## config.mk

```make
export PLATFORM = sky130hd
export DESIGN_NAME = inst_rom_ctrl
export DESIGN_NICKNAME = d
export VERILOG_FILES = /design/src/rtl/inst_rom_ctrl.sv
export SDC_FILE = /design/constraint.sdc
export NUM_CORES = 1
export LEC_CHECK = 0
export BUFFER_PORTS_ARGS = -buffer_cell sky130_fd_sc_hd__buf_4
export CAP_MARGIN = 40
export CELL_PAD_IN_SITES_DETAIL_PLACEMENT = 1
export CELL_PAD_IN_SITES_GLOBAL_PLACEMENT = 2
export CORE_ASPECT_RATIO = 0.7
export CORE_UTILIZATION = 29
export DETAILED_ROUTE_END_ITERATION = 10
export GPL_TIMING_DRIVEN = 0
export PLACE_DENSITY_LB_ADDON = 0.1
export SETUP_SLACK_MARGIN = 0.05
export SYNTH_ARGS = -nofsm -noshare
export SYNTH_HDL_FRONTEND = slang
export SYNTH_SLANG_ARGS = --single-unit
```

## constraint.sdc

```tcl
create_clock -name clk -period 2.7 [get_ports clk]
set_input_delay 0.675 -clock clk [delete_from_list [all_inputs] [get_ports clk]]
set_output_delay 0.675 -clock clk [all_outputs]
set_load 0.01 [all_outputs]
```

## src/rtl/inst_rom_ctrl.sv

```systemverilog
// Instruction fetch front end: a one-word fetch buffer in front of a fixed-latency SRAM.
// A buffer miss stalls the pipeline for WAIT_CYCLES+1 cycles while the word is read.
module inst_rom_ctrl #(
  parameter int WAIT_CYCLES = 2,
  parameter int ADDR_W      = 18
) (
  input  logic              clk,
  input  logic              rst,
  input  logic              rom_ce_i,
  input  logic [31:0]       rom_addr_i,
  output logic [31:0]       rom_data_o,
  output logic              stallreq_o,
  input  logic              invalidate_i,
  output logic [ADDR_W-1:0] sram_addr_o,
  output logic              sram_oe_n_o,
  input  logic [31:0]       sram_data_i
);

  typedef enum logic {
    S_IDLE = 1'b0,
    S_WAIT = 1'b1
  } state_t;

  state_t            state_q, state_d;
  logic              valid_q, valid_d;
  logic [29:0]       tag_q, tag_d;
  logic [31:0]       data_q, data_d;
  logic [3:0]        cnt_q, cnt_d;
  logic [ADDR_W-1:0] addr_q, addr_d;

  logic [29:0]       req_word;
  logic [ADDR_W-1:0] req_addr;
  logic              out_of_range;
  logic              hit;
  logic              miss;
  logic              unused_byte_sel;

  assign req_word        = rom_addr_i[31:2];
  assign req_addr        = rom_addr_i[ADDR_W+1:2];
  assign unused_byte_sel = ^rom_addr_i[1:0];

  // Any word-address bit above the SRAM width means the fetch targets nothing we back.
  generate
    if (ADDR_W < 30) begin : g_range
      assign out_of_range = |rom_addr_i[31:ADDR_W+2];
    end else begin : g_full
      assign out_of_range = 1'b0;
    end
  endgenerate

  assign hit  = (state_q == S_IDLE) && valid_q && (tag_q == req_word);
  assign miss = (state_q == S_IDLE) && rom_ce_i && !out_of_range && !hit;

  always_ff @(posedge clk or negedge rst) begin
    if (!rst) begin
      state_q <= S_IDLE;
      valid_q <= 1'b0;
      tag_q   <= '0;
      data_q  <= '0;
      cnt_q   <= '0;
      addr_q  <= '0;
    end else begin
      state_q <= state_d;
      valid_q <= valid_d;
      tag_q   <= tag_d;
      data_q  <= data_d;
      cnt_q   <= cnt_d;
      addr_q  <= addr_d;
    end
  end

  always_comb begin
    state_d = state_q;
    valid_d = valid_q;
    tag_d   = tag_q;
    data_d  = data_q;
    cnt_d   = cnt_q;
    addr_d  = addr_q;
    case (state_q)
      S_IDLE: begin
        if (miss) begin
          state_d = S_WAIT;
          cnt_d   = 4'(WAIT_CYCLES);
          addr_d  = req_addr;
        end
      end
      S_WAIT: begin
        cnt_d = cnt_q - 4'd1;
        if (cnt_q == 4'd1) begin
          state_d = S_IDLE;
          data_d  = sram_data_i;
          tag_d   = 30'(addr_q);
          valid_d = 1'b1;
        end
      end
      default: state_d = S_IDLE;
    endcase
    // A reload request beats a fill landing on the same edge.
    if (invalidate_i) valid_d = 1'b0;
  end

  // Outputs are forced quiet while reset is held, independent of the clock.
  always_comb begin
    rom_data_o  = '0;
    stallreq_o  = 1'b0;
    sram_oe_n_o = 1'b1;
    sram_addr_o = '0;
    if (rst) begin
      case (state_q)
        S_IDLE: begin
          if (rom_ce_i && !out_of_range) begin
            if (hit) begin
              rom_data_o = data_q;
            end else begin
              stallreq_o  = 1'b1;
              sram_oe_n_o = 1'b0;
              sram_addr_o = req_addr;
            end
          end
        end
        S_WAIT: begin
          stallreq_o  = rom_ce_i;
          sram_oe_n_o = 1'b0;
          sram_addr_o = addr_q;
        end
        default: ;
      endcase
    end
  end

endmodule

```

======== Word level (Yosys, flattened, before mapping) ========
Index checks and enable logic that the tools add are counted.
operators by class
  add/sub/neg operators ................... 1
  equal/unequal tests ..................... 3
  multiplexer cells ....................... 24
  bitwise gates (word level) .............. 1
  reductions and logical operators ........ 14
operator list
  kind                                                  number
  2-to-1 mux 32 bit                                     4
  2-to-1 mux 18 bit                                     3
  one-hot mux 18 bit (2 select lines)                   1
  equality test 18 x 30 -> 1 bit                        1
  OR reduction 12 bit                                   1
  2-to-1 mux 1 bit                                      11
  one-hot mux 4 bit (2 select lines)                    1
  logical AND 1 bit                                     6
  one-hot mux 1 bit (2 select lines)                    3
  AND reduction 2 bit                                   3
  equality test 4 x 1 -> 1 bit (second input constant)  1
  2-to-1 mux 4 bit                                      1
  nonzero test 2 bit                                    2
  subtractor 4 x 1 -> 4 bit (second input constant)     1
  zero test 1 bit                                       2
  inequality test 2 bit (second input constant)         1
  NOT 1 bit                                             1
word-level totals
  flip-flop bits (word level) ............. 74
  input bits .............................. 68
  output and inout bits ................... 52
  logic and storage cells ................. 49

======== Depth between registers and ports, before layout ========
Gate-level depths: netlist of run 1.
  word-level depth ........................ 7
  depth in mapped cells ................... 7
  mapped depth without buffers ............ 5

======== Worst setup path after synthesis of run 1 ========
No wires, ideal clock.
  kind .................................... in2out
  start point ............................. input port rom_addr_i[27]
  end point ............................... output port sram_addr_o[10]
  arrival time ............................ 2.074 ns
  slack ................................... -0.049 ns
  stages .................................. 6
  buffers on the path ..................... 1
  cell sequence ........................... nor4b_2 > nand4_2 > or2_4 > a211oi_4 > buf_6 > a22o_1
between the ends
  word-level cells in the longest chain between the ends .. 6
  elaborated cells between the ends (all ways) .. 9
  classes of those cells .................. eq/ne: 1; mux: 4; reduce/logical: 4
ends and longest elaborated chain
  item                                                                   RTL line  RTL
  from (decl)                                                            10        input logic [31:0] rom_addr_i,
  equality test 18 x 30 -> 1 bit or OR reduction 12 bit (tied branches)  51, 45
  logical AND 1 bit or zero test 1 bit (tied branches)                   51, 111
  2-to-1 mux 18 bit or logical AND 1 bit (tied branches)                 112, 111
  2-to-1 mux 18 bit (*)                                                  111       if (rom_ce_i && !out_of_range) begin
  one-hot mux 18 bit (2 select lines) (*)                                109       case (state_q)
  2-to-1 mux 18 bit (*)                                                  108       if (rst) begin
  to (decl)                                                              14        output logic [ADDR_W-1:0] sram_addr_o,
Mark *: on every way between the ends. The rest lies on a longest branch, timed or not.

======== Worst setup path in the final report of run 1 ========
  start point ............................. input port rom_addr_i[18]
  end point ............................... output port sram_addr_o[11]
between the ends
  word-level cells in the longest chain between the ends .. 6
ends and longest elaborated chain
  item                                 RTL line  RTL
  equality test 18 x 30 -> 1 bit       51        assign hit = (state_q == S_IDLE) && valid_q && (tag_q == req_word);
  logical AND 1 bit                    51
  2-to-1 mux 18 bit                    112       if (hit) begin
  2-to-1 mux 18 bit                    111
  one-hot mux 18 bit (2 select lines)  109
  2-to-1 mux 18 bit                    108
Every way passes these cells.

==> results of run 1 <==
==> sequential cells by signal, summed over array words and instances (netlist names) <==
signal,cells
tag_q,18
valid_q,1
state_q,1
cnt_q,4
data_q,32
addr_q,18
==> final cells by class <==
| class | instances | share of cell area |
|---|---|---|
| plain buffers | 15 | 0.0253 |
| clock buffers | 11 | 0.0452 |
| clock inverters | 5 | 0.0110 |
| inverters | 3 | 0.00201 |
| multi-input cells | 177 | 0.326 |
| flip-flops and latches | 74 | 0.331 |
| well taps | 157 | 0.0351 |
| repair buffers | 139 | 0.225 |
==> synthesized netlist by cell type <==
cell / number
a211oi_4: 1
a21oi_1: 3
a22o_1: 11
a22o_2: 7
and2_1: 33
and3_1: 1
and3b_2: 1
and4_2: 1
buf_2: 3
buf_4: 2
buf_6: 2
clkbuf_1: 7
clkbuf_4: 1
dfrtp_1: 74
ha_1: 2
inv_1: 3
mux2_2: 68
nand2_1: 3
nand3_1: 1
nand4_1: 1
nand4_2: 1
nor2_1: 5
nor3_1: 4
nor4_1: 2
nor4_2: 1
nor4_4: 1
nor4b_1: 1
nor4b_2: 1
nor4b_4: 1
nor4bb_1: 1
o21ai_0: 1
o21ba_2: 1
o31a_1: 1
o31a_2: 1
o31ai_1: 1
or2_4: 1
xnor2_1: 5
xor2_1: 15
==> what timing repair did <==
item	CTS	global route
endpoints found under the setup margin	52	52
gates resized for setup	85	7
buffers inserted	13	4
pin swaps	20	6
cloned	5	0
==> power breakdown <==
part	total, uW	switching [uW]	leakage [uW]	internal (uW)
Sequential	1130	11.1	0.00102	1120
Combinational	183	81.0	0.00169	102
Clock	1240	472	0.000144	769
Total	2550	564	0.00285	1990
==> cells by family (layout without fill, tap and decap cells) <==
kind of cell | count (synthesis) | after routing
AO/OA/AOI/OAI | 27 | 27
XOR/XNOR | 20 | 20
adder cells (fa/ha/maj) | 2 | 2
buffers and inverters | 18 | 173
flip-flops | 74 | 74
multiplexers | 68 | 68
AND/OR/NAND/NOR | 60 | 60
==> through the flow <==
stage | setup TNS, ns | power, uW
2_1_floorplan | 0 | 1190
3_3_place_gp | -45.05 | 1310
3_5_place_dp | -34.03 | 1310
4_1_cts | -14.81 | 2600
5_1_grt | -23.18 | 2660
6_report | -17.64 | 2550
==> path summary, 6_finish.rpt <==
check / start / end / slack, ns
max reg2reg: cnt_q[1] / tag_q[15] / 0.38
min: rst / tag_q[14] / 0.18
max: rom_addr_i[18] / sram_addr_o[11] / -0.39
max in group asynchronous: rst / tag_q[12] / 1.98
min reg2reg: data_q[19] / data_q[19] / 0.50
min in group clk: invalidate_i / valid_q / 0.50
==> metal layers <==
metal	vias up	GRT usage	share of wire
met5	-	0	0
met4	0	0.0506	0.011
met3	9	0.0451	0.061
met2	69	0.242	0.45
met1	1346	0.231	0.47
li1	1260	-	-
==> worst reg2reg max path, stage by stage, from the launching register on <==
cell and delay, ns:
dfrtp_1 0.41, inv_1 0.09, ha_1 0.14, nor4bb_1 0.27, clkbuf_1 0.31, clkbuf_1 0.57, mux2_2 0.41
==> reports/qor.csv, run 1 <==
stage;metric;value;unit
route;wl_per_cell;16.7;um
synthesis;synth_seq_area_share;0.518;
cts;holdBufCountCts;0;
cts;clock_latency;0.33;ns
power;p_leak;0.00285;uW
sta;max_freq;324;MHz
global_route;grt-ovfl-total;0;
route;drt_iter0_drc;87;
setup_path;cp.required;2.03;ns
finish;design_area;5600;sq um
die;ios;120;
finish;utilization;0.472;
finish;seq_area;1850;sq um
finish;multiInputGateArea;1820;sq um
sta;tightest_slew;0.686;ns
place;gp_congestion;0.716;
die;fp.dieW;135;um
finish;diodes;0;
cts;cts.sinks;74;
route;wl;9720;um
sta;min_period;3.09;ns
synthesis;synth_compound_area_frac;0.0679;
die;core-area;11900;sq um
cts;numCtsBuffers;9;
global_route;track_usage;0.164;
place;place_area;4690;sq um
setup_path;path_depth;10;
cts;cts_buffer_depth;2;
die;die_area;12800;sq um
global_route;grt_max_degree;35;
status;failed_checks;negative setup slack;
sta;final_max_slew_viol_count;0;
synthesis;synth_xor_area_frac;0.0490;
cts;clock_tree.root_cell;clkbuf_16;
sta;setup_viol;52;
setup_path;cp.buffers_inverters;5;
setup_path;cp.arrival;2.41;ns
hold_path;hold_class;input port to asynchronous set/reset pin;
synthesis;synth.area.top_cells;dfrtp_1 52%, mux2_2 21%, and2_1 5.8%;
place;dpl.cell_count;544;
route;vias;2684;
sta;timing.final.ws_setup;-0.389;ns
job;drv_cap;0;
setup_path;worst_setup_path_start_kind;input port;
sta;relSlewSlack;0.543;
synthesis;synth-seq-cells;74;
die;rows;33;
synthesis;netlist_area;3580;sq um
setup_path;cp_slowest_cell;nor4_4;
place;place_ws;-0.783;ns
sta;hold_ws;0.178;ns
synthesis;synth_fa_ha_area_frac;0.00700;
setup_path;crit_chain;buf_4, xor2_2, nor4_4, buf_4, and4_4, a211oi_4, buf_12, buf_6, a22o_1, buf_6;
finish;layout.cells.non_filler;581;
route;vias_per_cell;4.62;
route;detail_route.first_pass.iterations;4;
synthesis;syn_inst;269;
setup_path;endpoint_kind;primary output;
synthesis;ys_types;38;
status;outcome;complete, but fails checks;
setup_path;cp_max_fo;5;
setup_path;critical_path_class;input port to primary output;
power;ir_drop;0.284;mV
cts;cts_tree;built;
place;place_hpwl;6660;um
cts;clkSlewWorstSetupHoldPaths;0.06;ns
global_route;first_global_vias;2867;
finish;nets;489;
setup_path;slowest_delay;0.34;ns
finish;drive_gt1_frac;0.663;
global_route;antenna_found_initial;0;
die;die_y;94.9;um
global_route;grt_pass1_wl;15600;um
finish;area_delta_synth_final;56.5;%
die;start_util;0.302;
sta;skew;0.00598;ns
synthesis;avgSynthCellArea;13.3;sq um
power;powerDensity;456;nW/um^2
sta;finalHoldViolCount;0;
synthesis;synth-simple-area-share;0.117;
synthesis;synth_top_family_by_area;multiplexers;
finish;n_fill_cell;1211;
route;drc;0;
synthesis;yosys_warnings;0;
finish;final_common_cell;buf_4;
setup_path;r2r_cells;6;
synthesis;synthMuxAreaShare;0.214;
route;drtAntennaViolNets;0;
synthesis;syn-num-nets;339;
place;io_buffer_count;117;
setup_path;crit_family;buffers and inverters;
synthesis;yosysTopAreaCell;dfrtp_1;
sta;post-route-period-util;1.14;
finish;layout_common_cells;100 x buf_4, 74 x dfrtp_1, 68 x mux2_2;
synthesis;synth_top_area_frac;0.518;
sta;rsz0062_at_grt;yes;
cts;htreeDepth;3;
No activity file was read; power rests on OpenSTA's default activity.
==> inputs of run 2 (changes only) <==
--- a/config.mk
+++ b/config.mk
@@ -15,6 +15,7 @@
 export GPL_TIMING_DRIVEN = 0
 export PLACE_DENSITY_LB_ADDON = 0.1
 export SETUP_SLACK_MARGIN = 0.05
+export SKIP_LAST_GASP = 1
 export SYNTH_ARGS = -nofsm -noshare
 export SYNTH_HDL_FRONTEND = slang
 export SYNTH_SLANG_ARGS = --single-unit
==> run 2 against run 1 <==
Against the previous run: the run still ends with negative setup slack left; fmax decreased by 0.61%; clock-buffer cell count unchanged; sequential power about the same; flip-flop and latch count unchanged; first-iteration DRC count decreased by 18%; combinational power about the same; worst hold slack got worse by 0.0028 ns; critical path type unchanged; critical endpoint is now rom_data_o[9]; largest cell class is now multi-input combinational cells; highest routed layer unchanged.
==> reports/qor.csv, run 2 (synthesis gave the netlist of run 1 again) <==
stage;metric;value;unit
status;outcome;complete, but fails checks;
status;failed_checks;negative setup slack;
setup_path;worst_setup_path_start_kind;input port;
global_route;use_met2;0.242;
setup_path;cp.required;2.03;ns
global_route;grt_pass1_wl;15600;um
sta;tightest_slew;0.684;ns
finish;layout_common_cells;88 x buf_4, 73 x dfrtp_1, 68 x mux2_2;
die;fp.dieW;135;um
cts;htreeDepth;3;
setup_path;endpoint_kind;primary output;
setup_path;cp.arrival;2.43;ns
cts;clkSlewWorstSetupHoldPaths;0.06;ns
sta;rsz0062_at_grt;yes;
sta;timing.final.ws_setup;-0.407;ns
finish;utilization;0.480;
place;gp_congestion;0.716;
cts;cts_buffer_depth;2;
place;io_buffer_count;117;
global_route;first_global_vias;2886;
route;detail_route.first_pass.iterations;4;
finish;area_delta_synth_final;59.1;%
die;start_util;0.302;
finish;final_common_cell;buf_4;
setup_path;timing.rr.start;cnt_q[1];
place;place_ws;-0.783;ns
global_route;antenna_found_initial;0;
cts;clock_latency;0.33;ns
global_route;grt_max_degree;35;
finish;top_regs;data_q (32), addr_q (18), tag_q (18);
sta;min_period;3.11;ns
place;place_hpwl;6660;um
route;drt_iter0_drc;71;
sta;final_max_slew_viol_count;0;
finish;nets;489;
route;drtAntennaViolNets;0;
route;wl;9740;um
finish;largest_reg_flops;32;
place;place_area;4690;sq um
setup_path;critical_path_class;input port to primary output;
sta;max_freq;322;MHz
sta;post-route-period-util;1.15;
finish;top_register;data_q;
job;drv_cap;0;
cts;clock_tree.root_cell;clkbuf_16;
setup_path;cp_max_fo;8;
global_route;track_usage;0.164;
finish;layout.cells.non_filler;581;
sta;skew;0.00546;ns
die;die_y;94.9;um
route;wl_per_cell;16.8;um
power;ir_drop;0.283;mV
power;p_leak;0.00287;uW
die;ios;120;
die;rows;33;
place;dpl.cell_count;544;
finish;drive_gt1_frac;0.689;
finish;diodes;0;
cts;cts_tree;built;
power;powerDensity;449;nW/um^2
route;drc;0;
die;core-area;11900;sq um
cts;numCtsBuffers;9;
global_route;grt-ovfl-total;0;
hold_path;hold_class;input port to asynchronous set/reset pin;
finish;design_area;5690;sq um
die;die_area;12800;sq um
route;vias;2699;
global_route;grt-busiest-layer;met2;
cts;cts.sinks;74;
sta;relSlewSlack;0.544;
setup_path;crit_start;rom_addr_i[9];
global_route;use_met3;0.0451;
global_route;grtUsageMet1;0.232;
route;vias_per_cell;4.65;
sta;finalHoldViolCount;0;
cts;holdBufCountCts;0;
sta;setup_viol;52;
[run 2: routing by layer]
layer	wire, um	vias up	share of wire
met2	4480	73	0.46
met4	110	0	0.011
li1	-	1251	-
met5	0	-	0
met3	586	9	0.060
met1	4570	1366	0.47
[run 2: power breakdown]
group / switching [uW] / internal, uW
registers: 11.0 / 1120
logic: 81.4 / 103
clock network: 472 / 769
total: 565 / 1990
[run 2: path summary, 6_finish.rpt]
path / endpoint / slack, ns / cells past startpoint
setup / recovery: rom_data_o[9] / -0.41 / 9
hold / removal: tag_q[14] / 0.17 / 1
setup reg to reg: tag_q[15] / 0.39 / 6
hold reg to reg: data_q[29] / 0.51 / 1
max in group asynchronous: tag_q[7] / 1.98 / 2
min in group clk: valid_q / 0.50 / 2
[run 2: worst max-delay path, stage by stage]
cell	delay (ns)
buf_8	0.11
xor2_4	0.18
nor4_4	0.33
nand4_1	0.22
nor4b_4	0.31
buf_6	0.21
clkbuf_16	0.16
and2_4	0.13
buf_6	0.09
[run 2: timing repair]
item	4_1_cts	5_1_grt
pin swaps	20	38
hold endpoints to repair	0	0
buffers inserted	13	4
endpoints found under the setup margin	52	52
gates resized for setup	83	36
cloned	5	0
[run 2: final cells by class]
class,count,area [sq um]
fill,1206,6160
multi-input combinational,177,1860
sequential,74,1850
timing repair buffer,139,1310
clock buffer,11,253
tap,157,196
buffer,15,140
clock inverter,5,61.3
inverter,3,11.3
[run 2: per-stage QoR]
step | hold slack [ns] | TNS (ns) | total power [uW]
3_3_place_gp | 0.480 | -45.05 | 1310
2_1_floorplan | 0.379 | 0 | 1190
5_1_grt | 0.175 | -23.42 | 2660
4_1_cts | 0.170 | -14.90 | 2600
6_report | 0.175 | -18.20 | 2560
3_5_place_dp | 0.488 | -34.03 | 1310
==> inputs of run 3 (changes only) <==
--- a/config.mk
+++ b/config.mk
@@ -11,6 +11,7 @@
 export CELL_PAD_IN_SITES_GLOBAL_PLACEMENT = 2
 export CORE_ASPECT_RATIO = 0.7
 export CORE_UTILIZATION = 29
+export CTS_CLUSTER_DIAMETER = 150
 export DETAILED_ROUTE_END_ITERATION = 10
 export GPL_TIMING_DRIVEN = 0
 export PLACE_DENSITY_LB_ADDON = 0.1
@@ -19,3 +20,4 @@
 export SYNTH_ARGS = -nofsm -noshare
 export SYNTH_HDL_FRONTEND = slang
 export SYNTH_SLANG_ARGS = --single-unit
+export TNS_END_PERCENT = 50
==> run 3 against run 2 <==
Against the previous run: the flow still finishes with violations (negative setup slack); cell area decreased by 4.6%; flip-flop and latch count unchanged; power increased by 0.11%; clock-buffer cell count unchanged.
==> reports/qor.csv, run 3 (synthesis gave the netlist of run 1 again) <==
stage;metric;value;unit
die;rows;33;
cts;cts_buffer_depth;2;
sta;skew;0.00576;ns
sta;tightest_slew;0.683;ns
finish;top_regs;data_q (32), addr_q (18), tag_q (18);
finish;drive_gt1_frac;0.653;
cts;numCtsBuffers;9;
finish;top_register;data_q;
status;failed_checks;negative setup slack;
power;pwr-share-clk;0.488;
place;place_hpwl;6660;um
global_route;grt_max_degree;35;
cts;clock_latency;0.33;ns
cts;clock_tree.root_cell;clkbuf_16;
route;wl;9580;um
finish;area_delta_synth_final;51.8;%
power;powerDensity;471;nW/um^2
die;fp.dieW;135;um
sta;post-route-period-util;1.14;
hold_path;hold_class;input port to asynchronous set/reset pin;
die;start_util;0.302;
power;ir_drop;0.285;mV
finish;nets;483;
sta;final_max_slew_viol_count;0;
global_route;grt_pass1_wl;15400;um
global_route;antenna_found_initial;0;
place;gp_congestion;0.716;
setup_path;crit_family;simple AND/OR/NAND/NOR gates;
setup_path;cp.buffers_inverters;4;
power;power.total;2560;uW
sta;finalHoldViolCount;0;
setup_path;critical_path_class;input port to primary output;
setup_path;cp_slowest_cell;and3b_2;
power;p_comb_frac;0.070;
sta;timing.final.ws_setup;-0.377;ns
sta;rsz0062_at_grt;yes;
finish;largest_reg_flops;32;
route;vias;2645;
finish;final_common_cell;buf_4;
setup_path;cp.arrival;2.40;ns
sta;relSlewSlack;0.545;
route;vias_per_cell;4.60;
power;p_leak;0.00275;uW
setup_path;crit_chain;buf_4, xnor2_1, nand3_1, and3b_2, a211oi_4, buf_4, buf_6, a22o_1, buf_4;
cts;htreeDepth;3;
status;outcome;complete, but fails checks;
sta;setup_viol;52;
route;drc;0;
job;drv_cap;0;
setup_path;cp_max_fo;5;
cts;cts.sinks;74;
global_route;grt-ovfl-total;0;
setup_path;slowest_delay;0.36;ns
setup_path;worst_setup_path_start_kind;input port;
global_route;first_global_vias;2837;
route;wl_per_cell;16.7;um
finish;diodes;0;
die;die_y;94.9;um
route;drtAntennaViolNets;0;
power;swShare;0.222;
place;io_buffer_count;117;
power;seqPwrFrac;0.442;
die;die_area;12800;sq um
die;core-area;11900;sq um
cts;clkSlewWorstSetupHoldPaths;0.06;ns
route;detail_route.first_pass.iterations;4;
finish;n_fill_cell;1223;
global_route;track_usage;0.162;
sta;max_freq;325;MHz
setup_path;cp.required;2.03;ns
sta;hold_ws;0.174;ns
power;p_int;1990;uW
finish;layout_common_cells;106 x buf_4, 73 x dfrtp_1, 68 x mux2_2;
cts;cts_tree;built;
setup_path;endpoint_kind;primary output;
power;switchingPower;569;uW
setup_path;crit_top_cell;buf_4;
place;place_ws;-0.783;ns
die;ios;120;
sta;min_period;3.08;ns
route;drt_iter0_drc;69;
run 3: cell count changes in the layout (fill, tap and decap cells not counted), moves of 2 or more:
cell / before / now
and2_1: 4 / 12
and2_4: 29 / 21
buf_8: 5 / 3
buf_4: 88 / 106
a22o_4: 7 / 0
a22o_2: 0 / 7
clkbuf_8: 2 / 4
buf_6: 47 / 24
run 3: repair_timing:
action | CTS | global route
gates resized for setup | 56 | 14
pin swaps | 8 | 14
setup buffers | 10 | 0
endpoints found under the setup margin | 52 | 52
hold buffers | 0 | 0
gates cloned | 5 | 0
run 3: final timing paths:
kind,start,to,slack [ns],depth (start not counted)
worst max-delay path,rom_addr_i[4],sram_addr_o[11],-0.38,9
worst min-delay path,rst,tag_q[14],0.17,1
worst max register to register,cnt_q[1],tag_q[15],0.39,6
worst min register to register,data_q[18],data_q[18],0.50,1
max in group asynchronous,rst,tag_q[16],1.98,2
min in group clk,data_q[18],data_q[18],0.50,1
run 3: worst register-to-register path, stage by stage, from the launching register on:
cell and delay (ns):
dfrtp_1 0.41, inv_1 0.09, ha_1 0.14, nor4bb_1 0.27, clkbuf_1 0.31, clkbuf_1 0.57, mux2_2 0.41
run 3: per-layer routing:
layer,global-route usage,share of wire,up-vias
met5,0,0,-
met4,0.0506,0.011,0
met3,0.0462,0.057,10
met2,0.237,0.44,65
met1,0.228,0.49,1328
li1,-,-,1242
run 3: layout make-up:
cell class | count | area (sq um) | area share
flip-flops and latches | 74 | 1850 | 0.341
multi-input cells | 177 | 1750 | 0.322
repair buffers | 133 | 1170 | 0.215
clock buffers | 11 | 253 | 0.0465
well taps | 157 | 196 | 0.0362
plain buffers | 15 | 140 | 0.0258
clock inverters | 5 | 61.3 | 0.0113
inverters | 3 | 11.3 | 0.00207
run 3: power groups by stage:
stage	combinational, uW	sequential, uW	clock, uW
2_1_floorplan	40.2	1150	0
4_1_cts	180	1130	1290
5_1_grt	198	1130	1330
6_report	180	1130	1250
3_3_place_gp	158	1150	0
3_5_place_dp	163	1150	0
run 3: stage by stage:
stage	util	instance area, sq um	std cells	setup TNS (ns)
final	0.458	5430	575	-17.27
after detailed placement	0.396	4690	544	-34.03
after global placement	0.394	4660	543	-45.05
after CTS	0.454	5380	575	-15.98
after floorplan	-	3590	269	0
after global routing	0.458	5430	575	-22.20
